**src/rtl/rf_write_scheduler_pkg.sv**
```systemverilog
// Shared widths, types and helpers for the register file write scheduler.
// The PC alias (R15) is an address, never a scoreboard or storage slot.
package rf_write_scheduler_pkg;

    localparam int DATA_W   = 32;
    localparam int ADDR_W   = 4;
    localparam int NUM_REGS = 15;

    typedef logic [ADDR_W-1:0]   reg_addr_t;
    typedef logic [DATA_W-1:0]   word_t;
    typedef logic [NUM_REGS-1:0] busy_t;

    localparam reg_addr_t REG_PC = 4'hF;

    typedef enum logic {
        SRC_ALU = 1'b0,
        SRC_MEM = 1'b1
    } src_e;

    function automatic logic reg_busy(busy_t b, reg_addr_t a);
        if (a == REG_PC) begin
            return 1'b0;
        end
        return b[a];
    endfunction

    function automatic busy_t reg_onehot(reg_addr_t a);
        if (a == REG_PC) begin
            return '0;
        end
        return busy_t'(1) << a;
    endfunction

endpackage

```
**src/rtl/rf_write_scheduler_if.sv**
```systemverilog
// Writeback sources, decode issue/check ports and the RF write port.
// The slave side is the scheduler; the master side is the pipeline.
interface rf_write_scheduler_if;
    import rf_write_scheduler_pkg::*;

    logic      alu_valid;
    logic      alu_ready;
    reg_addr_t alu_addr;
    word_t     alu_data;

    logic      mem_valid;
    logic      mem_ready;
    reg_addr_t mem_addr;
    word_t     mem_data;

    logic      issue_valid;
    logic      issue_ready;
    reg_addr_t issue_addr;

    reg_addr_t chk_ra1;
    reg_addr_t chk_ra2;
    logic      hazard;

    logic      rf_we;
    reg_addr_t rf_waddr;
    word_t     rf_wdata;
    logic      r15_wr_err;

    modport slave (
        input  alu_valid, alu_addr, alu_data,
        input  mem_valid, mem_addr, mem_data,
        input  issue_valid, issue_addr,
        input  chk_ra1, chk_ra2,
        output alu_ready, mem_ready, issue_ready, hazard,
        output rf_we, rf_waddr, rf_wdata, r15_wr_err
    );

    modport master (
        output alu_valid, alu_addr, alu_data,
        output mem_valid, mem_addr, mem_data,
        output issue_valid, issue_addr,
        output chk_ra1, chk_ra2,
        input  alu_ready, mem_ready, issue_ready, hazard,
        input  rf_we, rf_waddr, rf_wdata, r15_wr_err
    );

endinterface

```
**src/rtl/rr_arbiter2.sv**
```systemverilog
// Two-way round-robin arbiter: req[0]=ALU, req[1]=MEM.
// On contention the source not granted last wins.
module rr_arbiter2
    import rf_write_scheduler_pkg::*;
(
    input  logic       clk,
    input  logic       rst_n,
    input  logic [1:0] req,
    output logic [1:0] gnt
);

    src_e rr_last_q;
    src_e rr_last_d;

    always_comb begin
        gnt       = 2'b00;
        rr_last_d = rr_last_q;
        unique case (req)
            2'b01:   gnt = 2'b01;
            2'b10:   gnt = 2'b10;
            2'b11:   gnt = (rr_last_q == SRC_MEM) ? 2'b01 : 2'b10;
            default: gnt = 2'b00;
        endcase
        if (gnt[0]) begin
            rr_last_d = SRC_ALU;
        end else if (gnt[1]) begin
            rr_last_d = SRC_MEM;
        end
    end

    always_ff @(posedge clk or negedge rst_n) begin
        if (!rst_n) begin
            rr_last_q <= SRC_MEM;
        end else begin
            rr_last_q <= rr_last_d;
        end
    end

endmodule

```
**src/rtl/rf_write_scheduler.sv**
```systemverilog
// Sole owner of the RF write port: arbitrates ALU/MEM writeback,
// tracks pending destinations and absorbs writes to the PC alias.
module rf_write_scheduler
    import rf_write_scheduler_pkg::*;
(
    input  logic                 clk,
    input  logic                 rst_n,
    rf_write_scheduler_if.slave  bus
);

    logic [1:0] gnt;
    logic       any_gnt;
    reg_addr_t  g_addr;
    word_t      g_data;
    busy_t      clr_vec;
    busy_t      set_vec;

    busy_t      busy_q, busy_d;
    logic       we_q, we_d;
    reg_addr_t  waddr_q, waddr_d;
    word_t      wdata_q, wdata_d;
    logic       r15_q, r15_d;

    rr_arbiter2 u_arb (
        .clk   (clk),
        .rst_n (rst_n),
        .req   ({bus.mem_valid, bus.alu_valid}),
        .gnt   (gnt)
    );

    always_comb begin
        any_gnt = gnt[0] | gnt[1];
        g_addr  = gnt[1] ? bus.mem_addr : bus.alu_addr;
        g_data  = gnt[1] ? bus.mem_data : bus.alu_data;
        clr_vec = any_gnt ? reg_onehot(g_addr) : '0;
    end

    // A register retiring this cycle frees its slot for a new issue now,
    // but hazard still reports it until the RF write has landed.
    always_comb begin
        bus.issue_ready = !(reg_busy(busy_q, bus.issue_addr) &&
                            !reg_busy(clr_vec, bus.issue_addr));
        set_vec = (bus.issue_valid && bus.issue_ready)
                ? reg_onehot(bus.issue_addr) : '0;
        busy_d  = (busy_q & ~clr_vec) | set_vec;
        bus.hazard = reg_busy(busy_q, bus.chk_ra1) |
                     reg_busy(busy_q, bus.chk_ra2);
    end

    always_comb begin
        we_d    = any_gnt && (g_addr != REG_PC);
        waddr_d = waddr_q;
        wdata_d = wdata_q;
        if (we_d) begin
            waddr_d = g_addr;
            wdata_d = g_data;
        end
        r15_d = r15_q | (any_gnt && (g_addr == REG_PC));
    end

    always_ff @(posedge clk or negedge rst_n) begin
        if (!rst_n) begin
            busy_q  <= '0;
            we_q    <= 1'b0;
            waddr_q <= '0;
            wdata_q <= '0;
            r15_q   <= 1'b0;
        end else begin
            busy_q  <= busy_d;
            we_q    <= we_d;
            waddr_q <= waddr_d;
            wdata_q <= wdata_d;
            r15_q   <= r15_d;
        end
    end

    assign bus.alu_ready  = gnt[0];
    assign bus.mem_ready  = gnt[1];
    assign bus.rf_we      = we_q;
    assign bus.rf_waddr   = waddr_q;
    assign bus.rf_wdata   = wdata_q;
    assign bus.r15_wr_err = r15_q;

endmodule

```
**src/flat_wrapper.sv**
```systemverilog
// flat-port wrapper written by rule: the top's interface ports become plain ports
module rf_write_scheduler_flat import rf_write_scheduler_pkg::*;
  (clk, rst_n, bus_alu_valid, bus_alu_addr, bus_alu_data, bus_mem_valid, bus_mem_addr, bus_mem_data, bus_issue_valid, bus_issue_addr, bus_chk_ra1, bus_chk_ra2, bus_alu_ready, bus_mem_ready, bus_issue_ready, bus_hazard, bus_rf_we, bus_rf_waddr, bus_rf_wdata, bus_r15_wr_err);
  rf_write_scheduler_if bus_i ();
  input  logic clk;
  input  logic rst_n;
  input wire logic [$bits(bus_i.alu_valid)-1:0] bus_alu_valid;
  input wire logic [$bits(bus_i.alu_addr)-1:0] bus_alu_addr;
  input wire logic [$bits(bus_i.alu_data)-1:0] bus_alu_data;
  input wire logic [$bits(bus_i.mem_valid)-1:0] bus_mem_valid;
  input wire logic [$bits(bus_i.mem_addr)-1:0] bus_mem_addr;
  input wire logic [$bits(bus_i.mem_data)-1:0] bus_mem_data;
  input wire logic [$bits(bus_i.issue_valid)-1:0] bus_issue_valid;
  input wire logic [$bits(bus_i.issue_addr)-1:0] bus_issue_addr;
  input wire logic [$bits(bus_i.chk_ra1)-1:0] bus_chk_ra1;
  input wire logic [$bits(bus_i.chk_ra2)-1:0] bus_chk_ra2;
  output wire logic [$bits(bus_i.alu_ready)-1:0] bus_alu_ready;
  output wire logic [$bits(bus_i.mem_ready)-1:0] bus_mem_ready;
  output wire logic [$bits(bus_i.issue_ready)-1:0] bus_issue_ready;
  output wire logic [$bits(bus_i.hazard)-1:0] bus_hazard;
  output wire logic [$bits(bus_i.rf_we)-1:0] bus_rf_we;
  output wire logic [$bits(bus_i.rf_waddr)-1:0] bus_rf_waddr;
  output wire logic [$bits(bus_i.rf_wdata)-1:0] bus_rf_wdata;
  output wire logic [$bits(bus_i.r15_wr_err)-1:0] bus_r15_wr_err;
  assign bus_i.alu_valid = bus_alu_valid;
  assign bus_i.alu_addr = bus_alu_addr;
  assign bus_i.alu_data = bus_alu_data;
  assign bus_i.mem_valid = bus_mem_valid;
  assign bus_i.mem_addr = bus_mem_addr;
  assign bus_i.mem_data = bus_mem_data;
  assign bus_i.issue_valid = bus_issue_valid;
  assign bus_i.issue_addr = bus_issue_addr;
  assign bus_i.chk_ra1 = bus_chk_ra1;
  assign bus_i.chk_ra2 = bus_chk_ra2;
  assign bus_alu_ready = bus_i.alu_ready;
  assign bus_mem_ready = bus_i.mem_ready;
  assign bus_issue_ready = bus_i.issue_ready;
  assign bus_hazard = bus_i.hazard;
  assign bus_rf_we = bus_i.rf_we;
  assign bus_rf_waddr = bus_i.rf_waddr;
  assign bus_rf_wdata = bus_i.rf_wdata;
  assign bus_r15_wr_err = bus_i.r15_wr_err;
  rf_write_scheduler u_core (.clk(clk), .rst_n(rst_n), .bus(bus_i));
endmodule
```
**config.mk**
```make
export PLATFORM = sky130hd
export DESIGN_NAME = rf_write_scheduler_flat
export DESIGN_NICKNAME = d
export VERILOG_FILES = /design/src/rtl/rf_write_scheduler_pkg.sv /design/src/rtl/rf_write_scheduler_if.sv /design/src/rtl/rr_arbiter2.sv /design/src/rtl/rf_write_scheduler.sv /design/src/flat_wrapper.sv
export SDC_FILE = /design/constraint.sdc
export NUM_CORES = 1
export LEC_CHECK = 0
export ABC_AREA = 1
export BUFFER_PORTS_ARGS = -buffer_cell sky130_fd_sc_hd__buf_2
export CAP_MARGIN = 20
export CORE_ASPECT_RATIO = 0.7
export CORE_MARGIN = 2
export CORE_UTILIZATION = 49
export CTS_CLUSTER_DIAMETER = 80
export DETAILED_ROUTE_END_ITERATION = 12
export PLACE_DENSITY_LB_ADDON = 0.3
export SLEW_MARGIN = 20
export SYNTH_ARGS = -nofsm -noshare
export SYNTH_HDL_FRONTEND = slang
export SYNTH_HIERARCHICAL = 1
export SYNTH_SLANG_ARGS = --single-unit
```
**constraint.sdc**
```tcl
create_clock -name clk -period 3.2 [get_ports clk]
set_input_delay 0.64 -clock clk [delete_from_list [all_inputs] [get_ports clk]]
set_output_delay 0.64 -clock clk [all_outputs]
set_load 0.05 [all_outputs]
```
# == Word level (Yosys, flattened, before mapping) ==
# Cells that the tools add are included.
# totals
input_bits,89
wordCells,63
register_bits,54
# op_classes
muxes,31
eq_ne,8
order_cmp,3
reduce_logical,7
n_shift,2
bitwise_logic,6
# op_table
cell,count
$mux W15,6
$mux W32,1
$shl A1 B4 Y15 const A,2
$mux W1,17
$bmux W1 S4,4
$eq A4 B4 Y1 const B,4
$and A15 B15 Y15,1
$lt A4 B5 Y1 const B,3
$not A15 Y15,1
$or A15 B15 Y15,1
$pmux W2 S3,1
$eq A2 B2 Y1 const B,2
$logic_and A1 B1 Y1,4
$mux W4,1
$ne A4 B4 Y1 const B,1
$or A1 B1 Y1,3
$eq A2 B1 Y1 const B,1
$logic_not A1 Y1,2
$mux W2,1
$reduce_bool A2 Y1,1

# == Logic depth before layout (Yosys ltp) ==
# logic_depth
ltp_word,16
mapped_depth,17

# == Modules after synthesis ==
# The synthesis kept the hierarchy.
# by_module_without_submodules
mod,n_inst,area_each_um2,cells_each
rf_write_scheduler,1,3163.0,443
rr_arbiter2,1,66.3,11

# == Worst setup path after synthesis ==
# Ideal clock, no wire load.
# synth_timing
path_kind,input to output
start,input bus_mem_valid
end,output bus_issue_ready
arrival_time_ps,3004
path_slack_ps,-444
path_stages,15
path_cell_list,inv_1 -> a21oi_1 -> inv_2 -> nand2_2 -> nand2_2 -> nor2_2 -> nand3_1 -> nand2_1 -> nand2_1 -> nor2_1 -> nand2_1 -> nand2_1 -> nand2_2 -> nand3_4 -> buf_8
# synth_between
elab_chain_cells,13
word_cells_on_any_way,17
classes_between,eq/ne: 4; shift: 1; mux: 8; bitwise: 1; reduce/logical: 3
# synth_rtl
element,line_no,text
from (decl),flat_wrapper.sv:10,input wire logic [$bits(bus_i.mem_valid)-1:0] bus_mem_valid;
$eq A2 B2 Y1 or $eq A2 B1 Y1 (tied branches),rr_arbiter2.sv:18,unique case (req)
$pmux W2 S3 (*),rr_arbiter2.sv:18,
net bus_mem_ready,flat_wrapper.sv:18,output wire logic [$bits(bus_i.mem_ready)-1:0] bus_mem_ready;
$mux W4,rf_write_scheduler.sv:33,g_addr = gnt[1] ? bus.mem_addr : bus.alu_addr;
$eq A4 B4 Y1,rf_write_scheduler_pkg.sv:28,if (a == REG_PC) begin
$mux W1,rf_write_scheduler_pkg.sv:28,
$mux W15,rf_write_scheduler_pkg.sv:31,return busy_t'(1) << a;
$mux W15 (*),rf_write_scheduler.sv:35,clr_vec = any_gnt ? reg_onehot(g_addr) : '0;
$bmux W1 S4 (*),rf_write_scheduler_pkg.sv:24,return b[a];
$mux W1 (not written as such) (*),rf_write_scheduler_pkg.sv:24,
$mux W1 (*),rf_write_scheduler_pkg.sv:24,
$logic_not A1 Y1 (*),rf_write_scheduler.sv:42,"!reg_busy(clr_vec, bus.issue_addr));"
$logic_and A1 B1 Y1 (*),rf_write_scheduler.sv:41,"bus.issue_ready = !(reg_busy(busy_q, bus.issue_addr) &&"
$logic_not A1 Y1 (*),rf_write_scheduler.sv:41,
to (decl),flat_wrapper.sv:19,output wire logic [$bits(bus_i.issue_ready)-1:0] bus_issue_ready;
# Mark *: on every way through the listed nets, which the timed path passes. The rest lies on a longest branch. The select of a mux whose other input is x is not followed.

# == Worst setup path in the final report ==
# layout_timing
start,input bus_mem_valid
end,output bus_issue_ready
# layout_between
elab_chain_cells,13
word_cells_on_any_way,17
classes_between,eq/ne: 4; shift: 1; mux: 8; bitwise: 1; reduce/logical: 3
# layout_rtl
element,line_no
$eq A2 B2 Y1 or $eq A2 B1 Y1 (tied branches),rr_arbiter2.sv:18
$pmux W2 S3 (*),rr_arbiter2.sv:18
$mux W4,rf_write_scheduler.sv:33
$eq A4 B4 Y1,rf_write_scheduler_pkg.sv:28
$mux W1,rf_write_scheduler_pkg.sv:28
$mux W15,rf_write_scheduler_pkg.sv:31
$mux W15 (*),rf_write_scheduler.sv:35
$bmux W1 S4 (*),rf_write_scheduler_pkg.sv:24
$mux W1 (not written as such) (*),rf_write_scheduler_pkg.sv:24
$mux W1 (*),rf_write_scheduler_pkg.sv:24
$logic_not A1 Y1 (*),rf_write_scheduler.sv:42
$logic_and A1 B1 Y1 (*),rf_write_scheduler.sv:41
$logic_not A1 Y1 (*),rf_write_scheduler.sv:41
# Every way passes the cells marked *; elsewhere a longest branch is shown, timed or not. The select of a mux whose other input is x is not followed.

==> flow_summary.yaml <==
run_status:
  status: "completed"
drt:
  ant_nets: 0
  viasPerCell: 5.45
  route.detailed.drc: 0
  route.vias.total: 3608
  dr.pass1.iters: 5
  wl_microns: 9550
  drt_iter0_markers: 310
  wire_per_inst_microns: 14.4
synth:
  muxShareOfSynthArea_pct: 0.349
  yosysWarningCount: 6
  syn-instance-count: 454
  syn_nets: 543
  synth_compound_area_share_pct: 15.4
  synth_xor_area_share_pct: 0
  syn_area_sq_um: 3230
  synth_top_family_by_area: "simple AND/OR/NAND/NOR gates"
  async_flop_share_pct: 100
  synth_seq_cells: 54
  synth_simple_gate_area_share_pct: 35.4
  synthAdderAreaFrac_pct: 0
  synth_edf_count: 0
  synth_area_per_cell_sq_um: 7.11
  ys_types: 37
  seq_area_frac_synth_pct: 41.9
  ys_dominant_reg_cell: "dfrtp_1"
critical_path:
  critical_path_arrival_ns: 2.42
  criticalPathCategory: "input port to output pin"
  critical_path.max_fanout: 7
  critPathSlowestCell: "a21oi_4"
  rrSetupSlack_ns: 0.84
  crit_top_cell: "nand2_1"
  cpPeakStageDelay_ns: 0.24
  critPathTopFamily: "simple AND/OR/NAND/NOR gates"
  cp_num_buf_inv: 4
  path_cells: "buf_2 > inv_1 > a21oi_4 > buf_4 > nand2_1 > nand2_1 > nand2_1 > nor2_1 > nand2_1 > nand2_1 > nand4_1 > nand2_1 > nand2_1 > nand3_4 > buf_4"
  cp-start-kind: "input port"
  endpoint_kind: "output pin"
  worstPathRequired_ns: 2.56
global_route:
  grt-ovfl-total: 0
  grt_pass1_vias: 3190
  grt_use_total_pct: 26.1
  antenna_found_initial: 0
  grt_first_pass_wirelength_microns: 15100
  grt_start_max_net_pins: 68
timing:
  finalCritPeriodShare_pct: 95.6
  fin_crit_ns: 3.06
  final-hold-violation-count: 0
  final.setup.tns_ns: 0
  slew_violations: 0
  relSlewSlack_pct: 73.0
  finalSetupViolCount: 0
  skew_ns: 0.0156
  tightest_slew_ns: 0.404
  fmax_mhz: 327
floorplan:
  ios: 131
  die_w_microns: 101
  std_cell_rows: 24
  start_util_pct: 51.2
  die_area_sq_um: 7270
  die_y_microns: 71.9
  core_sq_um: 6310
clock_tree:
  numCtsBuffers: 5
  cts-root-buf: "clkbuf_8"
  clk_path_buf_depth: 2
  clkTransAtPathRegs_ns: 0.10
  cts_tree: "yes"
  insertion_delay_ns: 0.31
  cts.sinks: 54
  h-tree-depth: 2
cells_and_area:
  antennaDiodeCount: 0
  fin_nets: 672
  final_core_util_pct: 64.8
  nFillCells: 560
  regArea_sq_um: 1350
  drive_gt1_share_pct: 30.7
  multi_input_area_sq_um: 1670
  synthToLayoutAreaGrowth_pct: 26.6
hold_path:
  min_path_type: "input port to async pin"
placement:
  dp.final_hpwl_microns: 7240
  io_buffers: 130
  gp_congestion: 0.998
power_and_ir_drop:
  p_leak_uw: 0.00206
  power.density_nw_per_um2: 600
  worst_ir_drop_vdd_mv: 0.341
flow_run:
  maxCapViolCount: 0
[registers in the layout, summed over array words and instances (netlist names)]
signal,count
u_core/bus.r15_wr_err,1
u_core/busy_q,15
u_core/bus.rf_we,1
u_core/bus.rf_wdata,32
u_core/u_arb/rr_last_q,1
u_core/bus.rf_waddr,4
[what timing repair did]
action,in CTS,in global routing
resized for setup,0,4
hold buffers,0,0
setup buffers,0,2
endpoints found under the setup margin,0,1
[report_power, final]
group	switching (uW)	internal, uW	total, uW
logic	779	296	1070
clock network	233	158	391
registers	140	845	985
[layer usage]
metal | vias to the layer above | global-route usage, % | part of all wire, %
met5 | - | 0 | 0
met4 | 0 | 5.86 | 1.5
met3 | 23 | 4.53 | 10
met2 | 195 | 40.9 | 43
met1 | 1632 | 38.3 | 45
li1 | 1758 | - | -
[area by class of cell]
class / count / area share, %
sequential: 54 / 33.1
clock inverter: 2 / 0.398
timing repair buffer: 143 / 18.7
tap: 78 / 2.39
clock buffer: 6 / 1.78
inverter: 30 / 2.82
multi-input combinational: 349 / 40.9
[cells in the mapped netlist, drive strengths merged, types with 2 or more instances]
library cell / n / area [sq um]
inv: 29 / 111
dfrtp: 53 / 1330
buf: 8 / 61.3
nor3: 16 / 80.1
a31oi: 33 / 206
nand2: 161 / 617
clkbuf: 13 / 48.8
a21oi: 13 / 65.1
o21ai: 26 / 145
o2111ai: 2 / 17.5
nand3: 27 / 193
nor2: 60 / 240
[cells by family (layout without fill, tap and decap cells)]
group	after synthesis	count (layout)
buffers and inverters	51	181
AND/OR/NAND/NOR	266	266
flip-flops	54	54
AO/OA/AOI/OAI	82	82
multiplexers	1	1
[worst register-to-register path: cells and delay by family (launching register included)]
kind            cells  cell delay [ns]
compound gates      2             0.19
simple gates       10             0.97
flops               1             0.58
buf+inv             3             0.58
[cells in the final DEF, fill, tap and decap left out, drive strengths merged]
| cell | instances |
|---|---|
| o311ai | 1 |
| o21ai | 26 |
| nand2 | 161 |
| o31ai | 1 |
| o21bai | 1 |
| inv | 30 |
| or2 | 1 |
| buf | 143 |
| a211oi | 1 |
| nor3 | 16 |
| dfrtp | 53 |
| clkinvlp | 1 |
| a21oi | 13 |
| nor2 | 60 |
| a31oi | 33 |
| o221ai | 1 |
| a41oi | 1 |
| a32oi | 1 |
| nand3 | 27 |
| dfstp | 1 |
| clkbuf | 6 |
| o22ai | 1 |
| clkinv | 1 |
| o2111ai | 2 |
| nand4 | 1 |
| mux2 | 1 |
[path summary, 6_finish.rpt]
check / endpoint / cells past startpoint / from
max: bus_issue_ready / 15 / bus_mem_valid
max in group asynchronous: u_core/u_arb/rr_last_q$_DFFE_PN1P_ / 2 / rst_n
min: u_core/bus.rf_wdata[3]$_DFFE_PN0P_ / 1 / rst_n
max reg2reg: u_core/busy_q[14]$_DFF_PN0_ / 15 / u_core/u_arb/rr_last_q$_DFFE_PN1P_
min in group clk: u_core/bus.rf_waddr[2]$_DFFE_PN0P_ / 2 / u_core/bus.rf_waddr[2]$_DFFE_PN0P_
min reg2reg: u_core/bus.rf_waddr[2]$_DFFE_PN0P_ / 2 / u_core/bus.rf_waddr[2]$_DFFE_PN0P_
[per-stage QoR]
step,total power [uW],instance area [sq um],worst slack (ns),instances,hold WS (ns)
after floorplan,1720,3230,0.0284,454,0.344
after global placement,2040,3970,0.0749,652,0.486
after detailed placement,2040,3970,0.0412,652,0.483
after CTS,2430,4060,0.0275,660,0.244
after global routing,2570,4090,-0.0139,662,0.250
final,2450,4090,0.140,662,0.238
No activity file was read; power rests on OpenSTA's default activity.
